$ cat src/rtl/input_conditioner_pkg.sv
// Shared types and constants for the input conditioner: per-channel debounce
// FSM state encodings and the default stability window.
package input_conditioner_pkg;

    typedef enum logic [1:0] {
        STABLE_LOW  = 2'b00,
        WAIT_HIGH   = 2'b01,
        STABLE_HIGH = 2'b10,
        WAIT_LOW    = 2'b11
    } db_state_e;

    // 5 ms at 100 MHz.
    localparam int unsigned DEFAULT_STABLE_CYCLES = 500000;

endpackage : input_conditioner_pkg

$ cat src/rtl/input_conditioner_debounce_channel.sv
// One channel: 2-flop synchronizer, debounce FSM with stability counter and
// optional edge pulses (built only when INPUT_CONDITIONER_PULSE_EN is defined).
module debounce_channel
    import input_conditioner_pkg::*;
#(
    parameter int unsigned STABLE_CYCLES = DEFAULT_STABLE_CYCLES
) (
    input  logic clk,
    input  logic reset,
    input  logic btn_in,
    output logic level_out,
    output logic rise_pulse,
    output logic fall_pulse
);

    localparam int unsigned CNT_W = $clog2(STABLE_CYCLES + 1);
    localparam logic [CNT_W-1:0] CNT_ONE  = CNT_W'(1);
    localparam logic [CNT_W-1:0] CNT_LAST = CNT_W'(STABLE_CYCLES - 1);

    logic             s1_q;
    logic             s_q;
    db_state_e        state_q, state_d;
    logic [CNT_W-1:0] cnt_q, cnt_d;

    // NOTE: sequential state uses non-blocking assignments so every flop
    // samples the pre-edge value of its neighbours.
    always_ff @(posedge clk) begin
        if (reset) begin
            s1_q    <= 1'b0;
            s_q     <= 1'b0;
            state_q <= STABLE_LOW;
            cnt_q   <= '0;
        end else begin
            s1_q    <= btn_in;
            s_q     <= s1_q;
            state_q <= state_d;
            cnt_q   <= cnt_d;
        end
    end

    // NOTE: defaults are assigned first so no path through the case leaves a
    // variable unassigned, which would infer a latch.
    always_comb begin
        state_d = state_q;
        cnt_d   = cnt_q;
        unique case (state_q)
            STABLE_LOW: begin
                if (s_q) begin
                    state_d = WAIT_HIGH;
                    cnt_d   = CNT_ONE;
                end
            end
            WAIT_HIGH: begin
                if (!s_q) begin
                    state_d = STABLE_LOW;
                    cnt_d   = '0;
                end else if (cnt_q == CNT_LAST) begin
                    state_d = STABLE_HIGH;
                    cnt_d   = '0;
                end else begin
                    cnt_d = cnt_q + CNT_ONE;
                end
            end
            STABLE_HIGH: begin
                if (!s_q) begin
                    state_d = WAIT_LOW;
                    cnt_d   = CNT_ONE;
                end
            end
            WAIT_LOW: begin
                if (s_q) begin
                    state_d = STABLE_HIGH;
                    cnt_d   = '0;
                end else if (cnt_q == CNT_LAST) begin
                    state_d = STABLE_LOW;
                    cnt_d   = '0;
                end else begin
                    cnt_d = cnt_q + CNT_ONE;
                end
            end
            default: begin
                state_d = STABLE_LOW;
                cnt_d   = '0;
            end
        endcase
    end

    // The encoding puts the debounced level in the state MSB (STABLE_HIGH, WAIT_LOW).
    assign level_out = state_q[1];

`ifdef INPUT_CONDITIONER_PULSE_EN
    logic rise_q, fall_q;

    always_ff @(posedge clk) begin
        if (reset) begin
            rise_q <= 1'b0;
            fall_q <= 1'b0;
        end else begin
            rise_q <= (state_q == WAIT_HIGH) && (state_d == STABLE_HIGH);
            fall_q <= (state_q == WAIT_LOW)  && (state_d == STABLE_LOW);
        end
    end

    assign rise_pulse = rise_q;
    assign fall_pulse = fall_q;
`else
    assign rise_pulse = 1'b0;
    assign fall_pulse = 1'b0;
`endif

endmodule : debounce_channel

$ cat src/rtl/input_conditioner.sv
// Top level: N_CH independent synchronize-and-debounce channels.
// Edge pulses are generated only when INPUT_CONDITIONER_PULSE_EN is defined.
module input_conditioner
    import input_conditioner_pkg::*;
#(
    parameter int unsigned N_CH          = 3,
    parameter int unsigned STABLE_CYCLES = DEFAULT_STABLE_CYCLES
) (
    input  logic            clk,
    input  logic            reset,
    input  logic [N_CH-1:0] btn_in,
    output logic [N_CH-1:0] level_out,
    output logic [N_CH-1:0] rise_pulse,
    output logic [N_CH-1:0] fall_pulse
);

    for (genvar i = 0; i < int'(N_CH); i++) begin : g_ch
        debounce_channel #(
            .STABLE_CYCLES(STABLE_CYCLES)
        ) u_ch (
            .clk       (clk),
            .reset     (reset),
            .btn_in    (btn_in[i]),
            .level_out (level_out[i]),
            .rise_pulse(rise_pulse[i]),
            .fall_pulse(fall_pulse[i])
        );
    end

endmodule : input_conditioner

$ cat config.mk
export PLATFORM = sky130hd
export DESIGN_NAME = input_conditioner
export DESIGN_NICKNAME = d
export VERILOG_FILES = /design/src/rtl/input_conditioner_pkg.sv /design/src/rtl/input_conditioner_debounce_channel.sv /design/src/rtl/input_conditioner.sv
export SDC_FILE = /design/constraint.sdc
export NUM_CORES = 1
export LEC_CHECK = 0
export BUFFER_PORTS_ARGS = -buffer_cell sky130_fd_sc_hd__buf_2
export CORE_MARGIN = 2
export CORE_UTILIZATION = 45
export DETAILED_ROUTE_END_ITERATION = 10
export PLACE_DENSITY = 0.68
export SLEW_MARGIN = 10
export SYNTH_ARGS = -nofsm -noshare
export SYNTH_HDL_FRONTEND = slang
export SYNTH_HIERARCHICAL = 1
export SYNTH_SLANG_ARGS = --single-unit
$ cat constraint.sdc
create_clock -name clk -period 1.9 [get_ports clk]
set_clock_uncertainty 0.05 [all_clocks]
set_input_delay 0.38 -clock clk [delete_from_list [all_inputs] [get_ports clk]]
set_output_delay 0.38 -clock clk [all_outputs]
set_load 0.1 [all_outputs]
==> results.md <==
- Status: finished, final reports clean
- Number of CTS-inserted buffers: 9
- CTS tree: yes
- Non-Filler Instances: 586
- WP data required: 2110 ps
- Largest net degree at the start of global routing: 15
- Post-synthesis sequential area ratio: 38.1%
- WL/cell: 13.3 µm
- Pleak: 1.54 nW
- Max-slew headroom: 38.0%
- Grt ovf: 0
- Dominant cells by area after synthesis: dfxtp_1 (38%), nand3_1 (5.8%), a31oi_1 (5.7%)
- Final Instance Area: 4310 µm²
- Routed wire length: 7790 µm
- Count leader, synth: dfxtp_1
- Reg clk slew, reported paths: 80 ps
- IO Count: 14
- # diodes: 0
- HPWL after DPL: 5480 µm
- Most used DFF post-synth: dfxtp_1
- Met1 Usage GRT: 25.1%
- First-pass GRT wire length: 13,300 µm
- Asr flop ratio synth: 0%
- FILL cells: 726
- Share of cells above drive strength 1: 21.7%
- Multi-input combinational cell area: 2090 µm²
- Vias: 3,316
- DIE WIDTH: 93.7 µm
- CORE AREA: 7770 µm²
- Worst Setup Path Type: reg -> reg
- Tot GR Track Use: 18.6%
- FMAX: 552 MHz
- Syn Area/Cell: 8.44 µm²
- H-tree depth: 3
- Hold WS: 200 ps
- Synth top area share: 38.1%
- Gp weighted congestion: 0.842
- Worst min path class: in -> reg
- Slew @ Worst Pin: 923 ps
- Post-synth EDFFs: 0
- Rows: 32
- PwrDens: 700 nW/µm²
- Clock sink count: 69
- CTS Hold Bufs: 0
- Post-synth cell types: 43
- Sequential cell area: 1390 µm²
- Final period util: 95.4%
- Pwr Total: 3.02 mW
- Die Footprint: 8780 µm²
- DRC: 0
- Area post-placement: 4020 µm²
- Initial core utilization: 46.6%
- Max-cap violation count: 0
- #FFs+latches synth: 69
- Die H: 93.7 µm
- Yosys top cell by area: dfxtp_1
- Initial antenna violation count: 0
- Maximum vdd drop: 0.000369 V
- Worst setup SP type: register
- Detailed router's first-iteration violation count: 130
- Dpl cells: 567
- Synthesis warning total: 6
- Synthesized area: 3620 µm²
- Clk root buf: clkbuf_8
- Maximum clock insertion buffer count: 2
- Via density: 5.66
- Post-Syn Instances: 429
- Final setup TNS: 0 ps
- DRT antenna net count: 0
- CP arrival: 2030 ps
- Met3 usage: 3.29%
- Final setup viols: 0
- Router iterations before antenna repair: 4
- Final critical-path required period: 1810 ps
- Synthesis-to-finish area growth: 19.0%
- Buffers added on ports: 7
- Max Slew Vio Count: 0
- Critical Path End Type: register
- Grt met2 use: 28.9%
- Layer with the highest usage: met2
- Clock Latency Late Sink: 350 ps
- Crit Path Max Fanout: 5
- Final nets: 487
- Synth cell count leaders: dfxtp_1 (69), nand3_1 (42), nand2_1 (39), a31oi_1 (33), a21oi_1 (30)
- Number of global-route vias before repair: 3,056
- Final hold violation count: 0
-- cell usage in the layout, fill, tap and decap left out, drive strengths merged, types with 4 or more instances in the layout --
master / n
a21oi: 30
a22o: 6
a311oi: 4
a31oi: 33
a41oi: 9
and2: 6
and3: 6
buf: 59
clkbuf: 9
conb: 6
dfxtp: 69
inv: 14
nand2: 42
nand2b: 6
nand3: 42
nand3b: 6
nand4: 15
nor2: 24
nor2b: 9
nor3: 9
nor4: 12
o21ai: 15
xnor2: 6
-- metal layers --
| metal | up-vias | part of all wire, % |
|---|---|---|
| met1 | 1554 | 49 |
| met5 | - | 0 |
| met4 | 0 | 1.7 |
| met3 | 12 | 2.6 |
| met2 | 53 | 46 |
| li1 | 1697 | - |
-- metrics by stage --
| stage | util [%] | worst slack (ps) |
|---|---|---|
| global route | 55.5 | -17.6 |
| floorplan | - | 16.7 |
| detailed placement | 51.8 | 64.7 |
| CTS | 54.6 | 46.2 |
| global placement | 51.8 | 105 |
| finish | 55.5 | 88.2 |
-- sequential cells by signal, indices dropped and copies added (netlist names), named ones only --
signal	cells
g_ch.u_ch/cnt_q	57
g_ch.u_ch/state_q	3
g_ch.u_ch/s_q	3
g_ch.u_ch/s1_q	3
-- timing repair --
action,in CTS,in global routing
setup endpoints to repair,0,19
buffers inserted,0,2
resized for setup,0,10
-- critical path, cell delays in order (launching register included) --
cell	delay (ps)
dfxtp_1	390
ha_1	240
nand3_1	150
nor2_4	190
buf_4	170
a31oi_1	140
nor2b_1	210
mux2i_1	200
-- final cells by class --
type / count / share of cell area (%)
Timing Repair Buffer: 59 / 10.2
Tap cell: 102 / 2.96
Inverter: 12 / 1.04
Sequential cell: 69 / 32.3
Clock buffer: 9 / 2.87
Multi-Input combinational cell: 328 / 48.4
Clock inverter: 7 / 2.26
-- cells by family (layout without fill, tap and decap cells) --
kind of cell | Yosys count | after routing | share of synthesized area, %
XOR/XNOR | 9 | 9 | 2.80
flip-flops | 69 | 69 | 38.1
other | 3 | 6 | 0.311
buffers and inverters | 36 | 87 | 6.01
multiplexers | 3 | 3 | 0.829
AO/OA/AOI/OAI | 108 | 109 | 20.3
AND/OR/NAND/NOR | 198 | 198 | 30.6
adder cells (fa/ha/maj) | 3 | 3 | 1.04
-- worst paths after layout --
path / start / endpoint / slack (ps) / cells after the start
worst max register to register: g_ch[1].u_ch/cnt_q[1] / register / 90 / 7
worst min register to register: g_ch[0].u_ch/s1_q / g_ch[0].u_ch/s_q / 390 / 1
worst max-delay path: g_ch[1].u_ch/cnt_q[1] / register / 90 / 7
worst min-delay path: btn_in[0] / g_ch[0].u_ch/s1_q / 200 / 2
-- report_power, final --
| part | internal [mW] | switching, mW | leakage (nW) |
|---|---|---|---|
| Clock | 0.746 | 0.597 | 0.108 |
| Sequential | 1.46 | 0.0157 | 0.560 |
| Combinational | 0.0564 | 0.145 | 0.870 |
| Total | 2.26 | 0.757 | 1.54 |
(Power assumes the default switching activity.)
